**src/rtl/iomem_pkg.sv**
```systemverilog
// rtl/iomem_pkg.sv - shared types and iomem address map constants for iomem agents
package iomem_pkg;

  typedef enum logic [1:0] {
    ST_IDLE = 2'd0,
    ST_REQ  = 2'd1,
    ST_RSP  = 2'd2
  } iomem_state_e;

  // Region select lives in addr[31:24]
  localparam logic [7:0] REGION_GPIO  = 8'h03;
  localparam logic [7:0] REGION_MMIO  = 8'h06;
  localparam logic [7:0] REGION_RAVEN = 8'h07;
  localparam logic [7:0] REGION_MINE  = 8'h08;
  localparam logic [7:0] REGION_LED1  = 8'h09;

  localparam logic [7:0] RAVEN_OFS_DATA = 8'h00;
  localparam logic [7:0] RAVEN_OFS_OE   = 8'h04;
  localparam logic [7:0] RAVEN_OFS_PU   = 8'h08;
  localparam logic [7:0] RAVEN_OFS_PD   = 8'h0c;

  function automatic logic [7:0] region_of(input logic [31:0] addr);
    return addr[31:24];
  endfunction

endpackage

```
**src/rtl/iomem_watchdog.sv**
```systemverilog
// rtl/iomem_watchdog.sv - loadable/clearable cycle counter with enable and expiry pulse
module iomem_watchdog #(
  parameter int CNT_W = 8
) (
  input  logic             clk_i,
  input  logic             resetn_i,
  input  logic             clr_i,
  input  logic             load_i,
  input  logic [CNT_W-1:0] load_val_i,
  input  logic             en_i,
  input  logic [CNT_W-1:0] limit_i,
  output logic             expire_o
);

  logic [CNT_W-1:0] count_q;
  logic [CNT_W-1:0] count_d;

  always_comb begin
    count_d = count_q;
    if (clr_i) begin
      count_d = '0;
    end else if (load_i) begin
      count_d = load_val_i;
    end else if (en_i) begin
      count_d = count_q + CNT_W'(1);
    end
  end

  always_ff @(posedge clk_i or negedge resetn_i) begin
    if (!resetn_i) begin
      count_q <= '0;
    end else begin
      count_q <= count_d;
    end
  end

  // Pulses during the limit-th enabled cycle so the caller acts on the edge that ends it
  assign expire_o = en_i && (limit_i != '0) && (count_q == (limit_i - CNT_W'(1)));

endmodule

```
**src/rtl/iomem_initiator.sv**
```systemverilog
// rtl/iomem_initiator.sv - single-outstanding iomem bus master with response timeout
module iomem_initiator
  import iomem_pkg::*;
#(
  parameter int TIMEOUT_CYCLES = 255,
  parameter int CNT_W          = 8
) (
  input  logic        clk,
  input  logic        resetn,
  input  logic        cmd_valid,
  output logic        cmd_ready,
  input  logic [31:0] cmd_addr,
  input  logic [31:0] cmd_wdata,
  input  logic [3:0]  cmd_wstrb,
  output logic        rsp_valid,
  input  logic        rsp_ready,
  output logic [31:0] rsp_rdata,
  output logic        rsp_err,
  output logic        iomem_valid,
  input  logic        iomem_ready,
  output logic [3:0]  iomem_wstrb,
  output logic [31:0] iomem_addr,
  output logic [31:0] iomem_wdata,
  input  logic [31:0] iomem_rdata
);

  iomem_state_e state_q;
  logic         cmd_ready_q;
  logic         rsp_valid_q;
  logic         rsp_err_q;
  logic [31:0]  rsp_rdata_q;
  logic         iomem_valid_q;
  logic [31:0]  iomem_addr_q;
  logic [31:0]  iomem_wdata_q;
  logic [3:0]   iomem_wstrb_q;
  logic         wd_expire;

  iomem_watchdog #(
    .CNT_W(CNT_W)
  ) u_watchdog (
    .clk_i      (clk),
    .resetn_i   (resetn),
    .clr_i      (state_q != ST_REQ),
    .load_i     (1'b0),
    .load_val_i ('0),
    .en_i       (state_q == ST_REQ),
    .limit_i    (CNT_W'(TIMEOUT_CYCLES)),
    .expire_o   (wd_expire)
  );

  always_ff @(posedge clk or negedge resetn) begin
    if (!resetn) begin
      state_q       <= ST_IDLE;
      cmd_ready_q   <= 1'b0;
      rsp_valid_q   <= 1'b0;
      rsp_err_q     <= 1'b0;
      rsp_rdata_q   <= '0;
      iomem_valid_q <= 1'b0;
      iomem_addr_q  <= '0;
      iomem_wdata_q <= '0;
      iomem_wstrb_q <= '0;
    end else begin
      case (state_q)
        ST_IDLE: begin
          if (cmd_valid && cmd_ready_q) begin
            iomem_addr_q  <= cmd_addr;
            iomem_wdata_q <= cmd_wdata;
            iomem_wstrb_q <= cmd_wstrb;
            iomem_valid_q <= 1'b1;
            cmd_ready_q   <= 1'b0;
            state_q       <= ST_REQ;
          end else begin
            cmd_ready_q <= 1'b1;
          end
        end
        ST_REQ: begin
          // A ready on the expiry edge still counts as a normal completion
          if (iomem_ready) begin
            rsp_rdata_q   <= iomem_rdata;
            rsp_err_q     <= 1'b0;
            rsp_valid_q   <= 1'b1;
            iomem_valid_q <= 1'b0;
            state_q       <= ST_RSP;
          end else if (wd_expire) begin
            rsp_rdata_q   <= '0;
            rsp_err_q     <= 1'b1;
            rsp_valid_q   <= 1'b1;
            iomem_valid_q <= 1'b0;
            state_q       <= ST_RSP;
          end
        end
        ST_RSP: begin
          if (rsp_ready) begin
            rsp_valid_q <= 1'b0;
            cmd_ready_q <= 1'b1;
            state_q     <= ST_IDLE;
          end
        end
        default: begin
          state_q       <= ST_IDLE;
          iomem_valid_q <= 1'b0;
          rsp_valid_q   <= 1'b0;
          cmd_ready_q   <= 1'b0;
        end
      endcase
    end
  end

  assign cmd_ready   = cmd_ready_q;
  assign rsp_valid   = rsp_valid_q;
  assign rsp_rdata   = rsp_rdata_q;
  assign rsp_err     = rsp_err_q;
  assign iomem_valid = iomem_valid_q;
  assign iomem_addr  = iomem_addr_q;
  assign iomem_wdata = iomem_wdata_q;
  assign iomem_wstrb = iomem_wstrb_q;

endmodule

```
**config.mk**
```make
export PLATFORM = sky130hd
export DESIGN_NAME = iomem_initiator
export DESIGN_NICKNAME = d
export VERILOG_FILES = /design/src/rtl/iomem_pkg.sv /design/src/rtl/iomem_watchdog.sv /design/src/rtl/iomem_initiator.sv
export SDC_FILE = /design/constraint.sdc
export NUM_CORES = 1
export LEC_CHECK = 0
export ABC_CLOCK_PERIOD_IN_PS = 2000
export BUFFER_PORTS_ARGS = -buffer_cell sky130_fd_sc_hd__buf_2
export CAP_MARGIN = 20
export CORE_MARGIN = 2
export CORE_UTILIZATION = 26
export CTS_CLUSTER_SIZE = 30
export DETAILED_ROUTE_END_ITERATION = 10
export PLACE_DENSITY = 0.56
export SLEW_MARGIN = 25
export SYNTH_ARGS = -nofsm -noshare
export SYNTH_HDL_FRONTEND = slang
export SYNTH_SLANG_ARGS = --single-unit
```
**constraint.sdc**
```tcl
create_clock -name clk -period 2 [get_ports clk]
set_input_delay 0.2 -clock clk [delete_from_list [all_inputs] [get_ports clk]]
set_output_delay 0.2 -clock clk [all_outputs]
set_load 0.01 [all_outputs]
```
======== Word-level counts from Yosys, hierarchy flattened ========
Cells that the tools add are included.
storage, ports and cells
  output and inout port bits .............. 104
  word-level logic and storage cells ...... 53
  register bits after elaboration ......... 114
  input bits .............................. 105
operators by class
  reduce and logical (&&, ||, !) cells .... 11
  bitwise gates (word level) .............. 3
  muxes and demuxes ....................... 21
  equality and inequality tests ........... 7
  $add $sub $neg .......................... 1
operator list
  cell                                                                     number
  32-bit two-way mux                                                       2
  8-bit two-way mux                                                        2
  1-bit two-way mux                                                        9
  1-bit one-hot mux with 3 select lines                                    3
  3-bit AND reduction                                                      3
  8-bit by 1-bit adder with 8-bit output, second input constant            1
  8-bit equality test, second input constant                               1
  2-bit two-way mux                                                        4
  2-bit one-hot mux with 3 select lines                                    1
  2-bit AND reduction                                                      3
  2-bit inequality test, second input constant                             2
  2-bit nonzero test                                                       2
  3-bit inequality test, second input constant                             1
  1-bit NOT                                                                3
  2-bit by 1-bit equality test with 1-bit output, second input constant    1
  2-bit equality test, second input constant                               1
  1-bit logical AND                                                        2
  2-bit zero test                                                          1
  2-bit by 1-bit inequality test with 1-bit output, second input constant  1

======== Depth between registers and ports, before layout ========
Gate-level depths: netlist of run 1.
  word-level depth ........................ 5
  gate-level depth with buffers ........... 6
  depth with buffers taken out ............ 5

======== Modules after synthesis ========
Synthesis of run 1 repeated with hierarchy kept, for this count alone.
unflattened totals
  cells, all modules ...................... 335
  area total of the unflattened synthesis .. 4967.3 um^2
by module, submodules not included
  module           cells an instance  area each (um^2)  times used
  iomem_initiator  245                4234.1            1
  iomem_watchdog   90                 733.2             1

======== Least setup slack after synthesis of run 1 ========
OpenSTA, ideal clock, no wires.
  path type ............................... reg-to-reg
  start point ............................. reg state_q[0]
  end point ............................... reg iomem_addr_q[0] (netlist: iomem_addr[0])
  arrival ................................. 1.362 ns
  required time ........................... 1.875 ns
  buffers on the path ..................... 2
  cell stages (with the launch flop) ...... 5
  slack ................................... 0.513 ns
  path through ............................ dfrtp_1 > buf_2 > nor3_4 > buf_6 > mux2_2
on the way
  word-level cells in the longest chain between the ends .. 2
ends and longest elaborated chain
  item                                  RTL line               RTL
  from (decl)                           iomem_initiator.sv:27  iomem_state_e state_q;
  from (signal assigned)                iomem_initiator.sv:53  state_q <= ST_IDLE;
  from (signal assigned)                iomem_initiator.sv:71  state_q <= ST_REQ;
  from (signal assigned)                iomem_initiator.sv:83  state_q <= ST_RSP;
  2-bit zero test                       iomem_initiator.sv:63  case (state_q)
  2-bit AND reduction (no source line)  --
  to (signal assigned)                  iomem_initiator.sv:66  iomem_addr_q <= cmd_addr;
  to (decl)                             iomem_initiator.sv:33  logic [31:0] iomem_addr_q;
Every way passes these cells.
A chain may end at the register's enable or synchronous reset.

======== Worst setup path in the final report of run 1 ========
  start point ............................. reg state_q[1]
  end point ............................... reg iomem_addr_q[21] (netlist: iomem_addr[21])
Same word-level chain as after synthesis.

==> out/metrics.yaml, run 1 <==
status:
  status: "finished, final reports clean"
layout:
  diodes: 0
  layout_common_cells: "buf_2, dfrtp_1, mux2_2"
  layout-drive-gt1-share_pct: 54.0
  syn_to_final_growth_pct: 42.0
  design_area_um2: 6530
  final_common_cell: "buf_2"
  layout.nets: 672
power_and_ir_drop:
  p_leak_nw: 3.22
  peakVddDrop_mv: 0.749
  powerDensity_nw_per_um2: 1690
  design_power_total_mw: 11.0
setup_path:
  cp-start-kind: "flop"
  critPathRequiredTime_ns: 2.29
  end_kind: "flop"
  worstPathMaxFanout: 70
  arrival_ns: 1.92
  path_class: "flop to flop"
floorplan:
  die_w_um: 137
  core-area_um2: 17300
  ioPinCount: 209
  die-area_um2: 18800
  rows: 48
  die_h_um: 137
  initial_core_util_pct: 26.6
yosys:
  synthTopCellsByArea: "dfrtp_1, mux2_2, a22oi_1"
  synth_nets: 455
  syn_avg_cell_area_um2: 13.2
  synth_top_area_share_pct: 62.1
  yosysSeqAreaShare_pct: 62.1
  ys_ff_latch: 114
  yosysTopAreaCell: "dfrtp_1"
  ys_warn_count: 0
  postSynthCellCount: 348
  synth.distinct_cells: 29
  syn-cell-area_um2: 4600
worst_hold_path:
  hold_path.class: "input port to flop"
clock_network:
  cts_buffers: 17
  clock_sinks: 114
  cts-resized-gates: 0
  cts_tree: "built"
  clk_pin_slew_worst_paths_ns: 0.05
  htreeDepth: 4
  worstSkewPairLatency_ns: 0.41
  cts_root_buffer: "clkbuf_16"
  clockBufferDepth: 2
drt:
  ant_nets: 0
  drt_wl_total_mm: 11.3
  first_pass_iters: 4
  wire_per_inst_um: 14.1
  drc: 0
  via_per_inst: 4.38
  drt_first_iter_violations: 143
  vias: 3521
timing:
  skew_ns: 0.00662
  tightest_slew_ns: 0.541
  max_clock_freq_mhz: 614
  maxSlewViolCount: 0
  fin_tns_setup_ns: 0
  rsz0062_at_grt: "false"
  setup_viol: 0
  slew_headroom_pct: 63.9
  fin_crit_sh_pct: 81.5
  layout_min_cycle_time_ns: 1.63
  hold_viol: 0
placed_design:
  postPlaceCellArea_um2: 5860
  dp_hpwl_mm: 7.97
  globalplace.congestion: 0.708
  portBuffers: 208
grt:
  grt_pass1_vias: 3608
  grt_pass1_wl_mm: 17.6
  antenna_found_initial: 0
  grt-ovfl-total: 0
  grt_max_degree: 71
  grt.total_usage_pct: 12.1
run:
  cap_violations: 0
[worst paths after layout]
kind / from / slack, ns / cells past startpoint / to
max: state_q[1] / 0.37 / 3 / iomem_addr[21]
min in group asynchronous: resetn / 0.34 / 2 / iomem_wdata[31]
min reg2reg: iomem_addr[24] / 0.48 / 1 / iomem_addr[24]
min: cmd_addr[25] / 0.02 / 2 / iomem_addr[25]
max reg2reg: state_q[1] / 0.37 / 3 / iomem_addr[21]
max in group asynchronous: resetn / 1.00 / 3 / iomem_addr[15]
[report_power, final]
part	switching (mW)	total (mW)	internal [mW]
registers	0.632	4.00	3.36
logic	1.86	3.77	1.91
clock network	1.03	3.24	2.21
[cell usage after synthesis, drive strengths merged]
master / number
ha: 2
clkbuf: 6
xnor2: 1
a221oi: 1
nor2: 6
o32ai: 1
xor2: 2
a22oi: 32
o21a: 1
mux2: 68
dfrtp: 114
nand3: 5
nor3: 1
or3: 4
o21ai: 36
inv: 37
nand2: 4
nand4: 1
buf: 15
and3b: 1
a21oi: 6
nand2b: 1
o21bai: 3
[logic make-up (layout without fill, tap and decap cells)]
family	count (synthesis)	count (layout)	synth area share [%]
DFF	114	114	62.1
muxes	68	68	16.7
AOI/OAI and AO/OA	80	80	10.9
buffers and inverters	58	288	6.26
adders and majority gates	2	2	0.544
xor gates and xnor gates	3	3	0.572
and+or+nand+nor	23	23	2.97
[what timing repair did]
item	4_1_cts	5_1_grt
hold buffers	3	0
hold endpoints to repair	40	0
buffers inserted	0	0
[sequential cells by signal, summed over array words and instances, names as in the netlist]
signal              cells
iomem_addr             32
iomem_wdata            32
rsp_rdata              32
u_watchdog.count_q      8
iomem_wstrb             4
state_q                 2
cmd_ready               1
iomem_valid             1
rsp_err                 1
rsp_valid               1
[per-stage QoR]
step | util [%] | setup slack, ns | std cells | hold slack [ns]
3_5_place_dp | 33.9 | 0.385 | 768 | 0.227
2_1_floorplan | - | 0.513 | 348 | -0.0956
4_1_cts | 37.7 | 0.376 | 803 | 0.000713
6_report | 37.7 | 0.371 | 803 | 0.0165
3_3_place_gp | 33.9 | 0.420 | 768 | 0.220
5_1_grt | 37.7 | 0.292 | 803 | 0.00490
[layer usage]
| layer | global-route usage (%) | vias up | share of wire (%) | wire (um) |
|---|---|---|---|---|
| met3 | 5.37 | 17 | 8.1 | 919 |
| met4 | 5.04 | 0 | 1.9 | 210 |
| met2 | 20.0 | 125 | 50 | 5710 |
| li1 | - | 1645 | - | - |
| met1 | 13.6 | 1734 | 40 | 4490 |
| met5 | 0 | - | 0 | 0 |
[worst max-delay path, stage by stage, from the launching register on]
cell	delay [ns]
dfrtp_1	0.46
nor3_4	0.25
buf_12	0.31
mux2_2	0.39
[final cells by class]
type                            instances  area, um^2
Fill cell                            1753       10800
Sequential cell                       114        2850
Multi-Input combinational cell        176        1460
Timing Repair Buffer                  219        1160
Clock buffer                           23         488
Tap cell                              225         282
Clock inverter                          9         151
Inverter                               37         139
(Power assumes the default switching activity.)
==> run 2: changes to the inputs <==
Settings changed: ABC_CLOCK_PERIOD_IN_PS 2000 to 1300, PLACE_DENSITY 0.56 to 0.58.
Clock period 2 ns to 1.3 ns, I/O delays scaled along.
==> run 2 against run 1 <==
  * First-iteration DRC count fell by 22%
  * Sequential power rose by 55%
  * Largest cell class unchanged
  * The flow now finishes with violations (setup timing)
  * Clock power rose by 52%
  * Global-route usage rose by 3.2 points
  * Utilization rose by 10 points
  * Final cell count rose by 16%
  * Count of clock-buffer cells in the layout fell by 3
  * Hold slack improved by 0.055 ns
  * Clock skew rose by 0.0084 ns
  * Non-clock buffer count rose by 128
  * Fmax rose by 12%
==> out/metrics.yaml, run 2 (same netlist as run 1, synthesis figures left out) <==
floorplan:
  initial_core_util_pct: 26.6
  core-area_um2: 17300
  die_h_um: 137
  die_w_um: 137
  die-area_um2: 18800
  ioPinCount: 209
  rows: 48
timing:
  fin_crit_sh_pct: 111
  slew_headroom_pct: 78.1
  whs_ns: 0.0713
  tightest_slew_ns: 0.329
  layout_setup_ws_ns: -0.149
  hold_viol: 0
  layout_min_cycle_time_ns: 1.45
  skew_ns: 0.0151
  fin_tns_setup_ns: -11.04
  setup_viol: 106
  rsz0062_at_grt: "true"
  maxSlewViolCount: 0
  max_clock_freq_mhz: 690
clock_network:
  cts_root_buffer: "clkbuf_16"
  clockBufferDepth: 2
  cts_buffers: 17
  clk_pin_slew_worst_paths_ns: 0.05
  clock_sinks: 114
  cts_tree: "built"
  worstSkewPairLatency_ns: 0.41
  htreeDepth: 4
layout:
  num-fill-cells: 1545
  layout-drive-gt1-share_pct: 56.7
  layout.nets: 800
  syn_to_final_growth_pct: 80.1
  multi_input_area_um2: 1770
  diodes: 0
  design_area_um2: 8280
  layout_common_cells: "buf_2, dfrtp_1, dlygate4sd3_1"
  final_core_util_pct: 47.9
  final_cells: 931
  final_common_cell: "buf_2"
  final-seq-area_um2: 2850
setup_path:
  end_kind: "flop"
  cp-start-kind: "flop"
  reg2reg_depth: 4
  reg2reg_to: "iomem_addr[15]"
  r2r_start: "state_q[1]"
  arrival_ns: 1.74
  worstPathMaxFanout: 12
  path_class: "flop to flop"
  critPathRequiredTime_ns: 1.60
  reg2reg_setup_slack_ns: -0.15
placed_design:
  dp_cells: 785
  portBuffers: 208
  postPlaceCellArea_um2: 6050
  dp_slack_ns: -0.141
  globalplace.congestion: 0.764
  dp_hpwl_mm: 8.64
grt:
  grt.total_usage_pct: 15.3
  grt_pass1_vias: 4340
  grt_pass1_wl_mm: 22.0
  grt-ovfl-total: 0
  grt_max_degree: 61
  antenna_found_initial: 0
power_and_ir_drop:
  pwr-share-clk_pct: 25.8
  switchingPower_mw: 6.39
  swShare_pct: 33.3
  p_int_mw: 12.8
  design_power_total_mw: 19.2
  peakVddDrop_mv: 1.05
  p_leak_nw: 3.93
  powerDensity_nw_per_um2: 2320
  pwr-share-comb_pct: 42.0
  power.share.sequential_pct: 32.3
status:
  violations: "setup timing"
  status: "finished, violations left"
drt:
  drt_wl_total_mm: 15.2
  ant_nets: 0
  wire_per_inst_um: 16.3
  first_pass_iters: 4
  via_per_inst: 4.43
  drt_first_iter_violations: 111
  drc: 0
  vias: 4126
worst_hold_path:
  hp-start: "rsp_ready"
  whs_endpoint: "cmd_ready"
  hold_path.class: "input port to flop"
  hold_depth: 3
run:
  cap_violations: 0
[run 2: cell types whose count changed in the layout (fill, tap and decap cells not counted), sizes merged]
cell / change
clkinv: -1
inv: +1
clkinvlp: +3
buf: +26
dlygate4sd3: +98
clkbuf: +1
[run 2: metal layers]
metal,GRT usage [%],routed length (um),vias up
li1,-,-,1911
met1,17.3,5980,2029
met2,26.5,8030,150
met3,4.67,832,36
met4,6.76,376,0
met5,0,0,-
[run 2: area by class of cell]
cell class                 count  share of cell area [%]
sequential                   114                    34.5
clock buffer                  20                    5.40
timing repair buffer         347                    31.4
tap                          225                    3.40
clock inverter                12                    2.19
inverter                      37                    1.68
multi-input combinational    176                    21.4
[run 2: worst max path at each step]
stage / startpoint / end / cells past startpoint
floorplan: state_q[1] / iomem_addr[0] / 4
global placement: state_q[1] / iomem_wdata[2] / 4
detailed placement: state_q[1] / iomem_wdata[2] / 4
CTS: state_q[1] / iomem_wdata[2] / 4
global route: u_watchdog.count_q[0] / rsp_rdata[31] / 7
finish: state_q[1] / iomem_addr[15] / 4
[run 2: critical path: stages, from the launching register on]
cell and delay (ns):
dfrtp_1 0.41, nor3_4 0.23, buf_12 0.17, clkbuf_16 0.18
mux2_2 0.33
[run 2: power by group through the flow]
stage	sequential [mW]	clock, mW	combinational, mW
floorplan	6.82	0	2.94
global placement	6.08	0	6.19
detailed placement	6.14	0	6.39
CTS	6.14	5.07	7.20
global route	6.39	5.25	8.66
finish	6.19	4.94	8.05
[run 2: what timing repair did]
action	in CTS	in global routing
gates resized for setup	74	48
setup endpoints to repair	104	107
hold endpoints to repair	214	0
pin swaps	9	3
hold buffers	101	0
buffers inserted	7	0
gates cloned	3	6
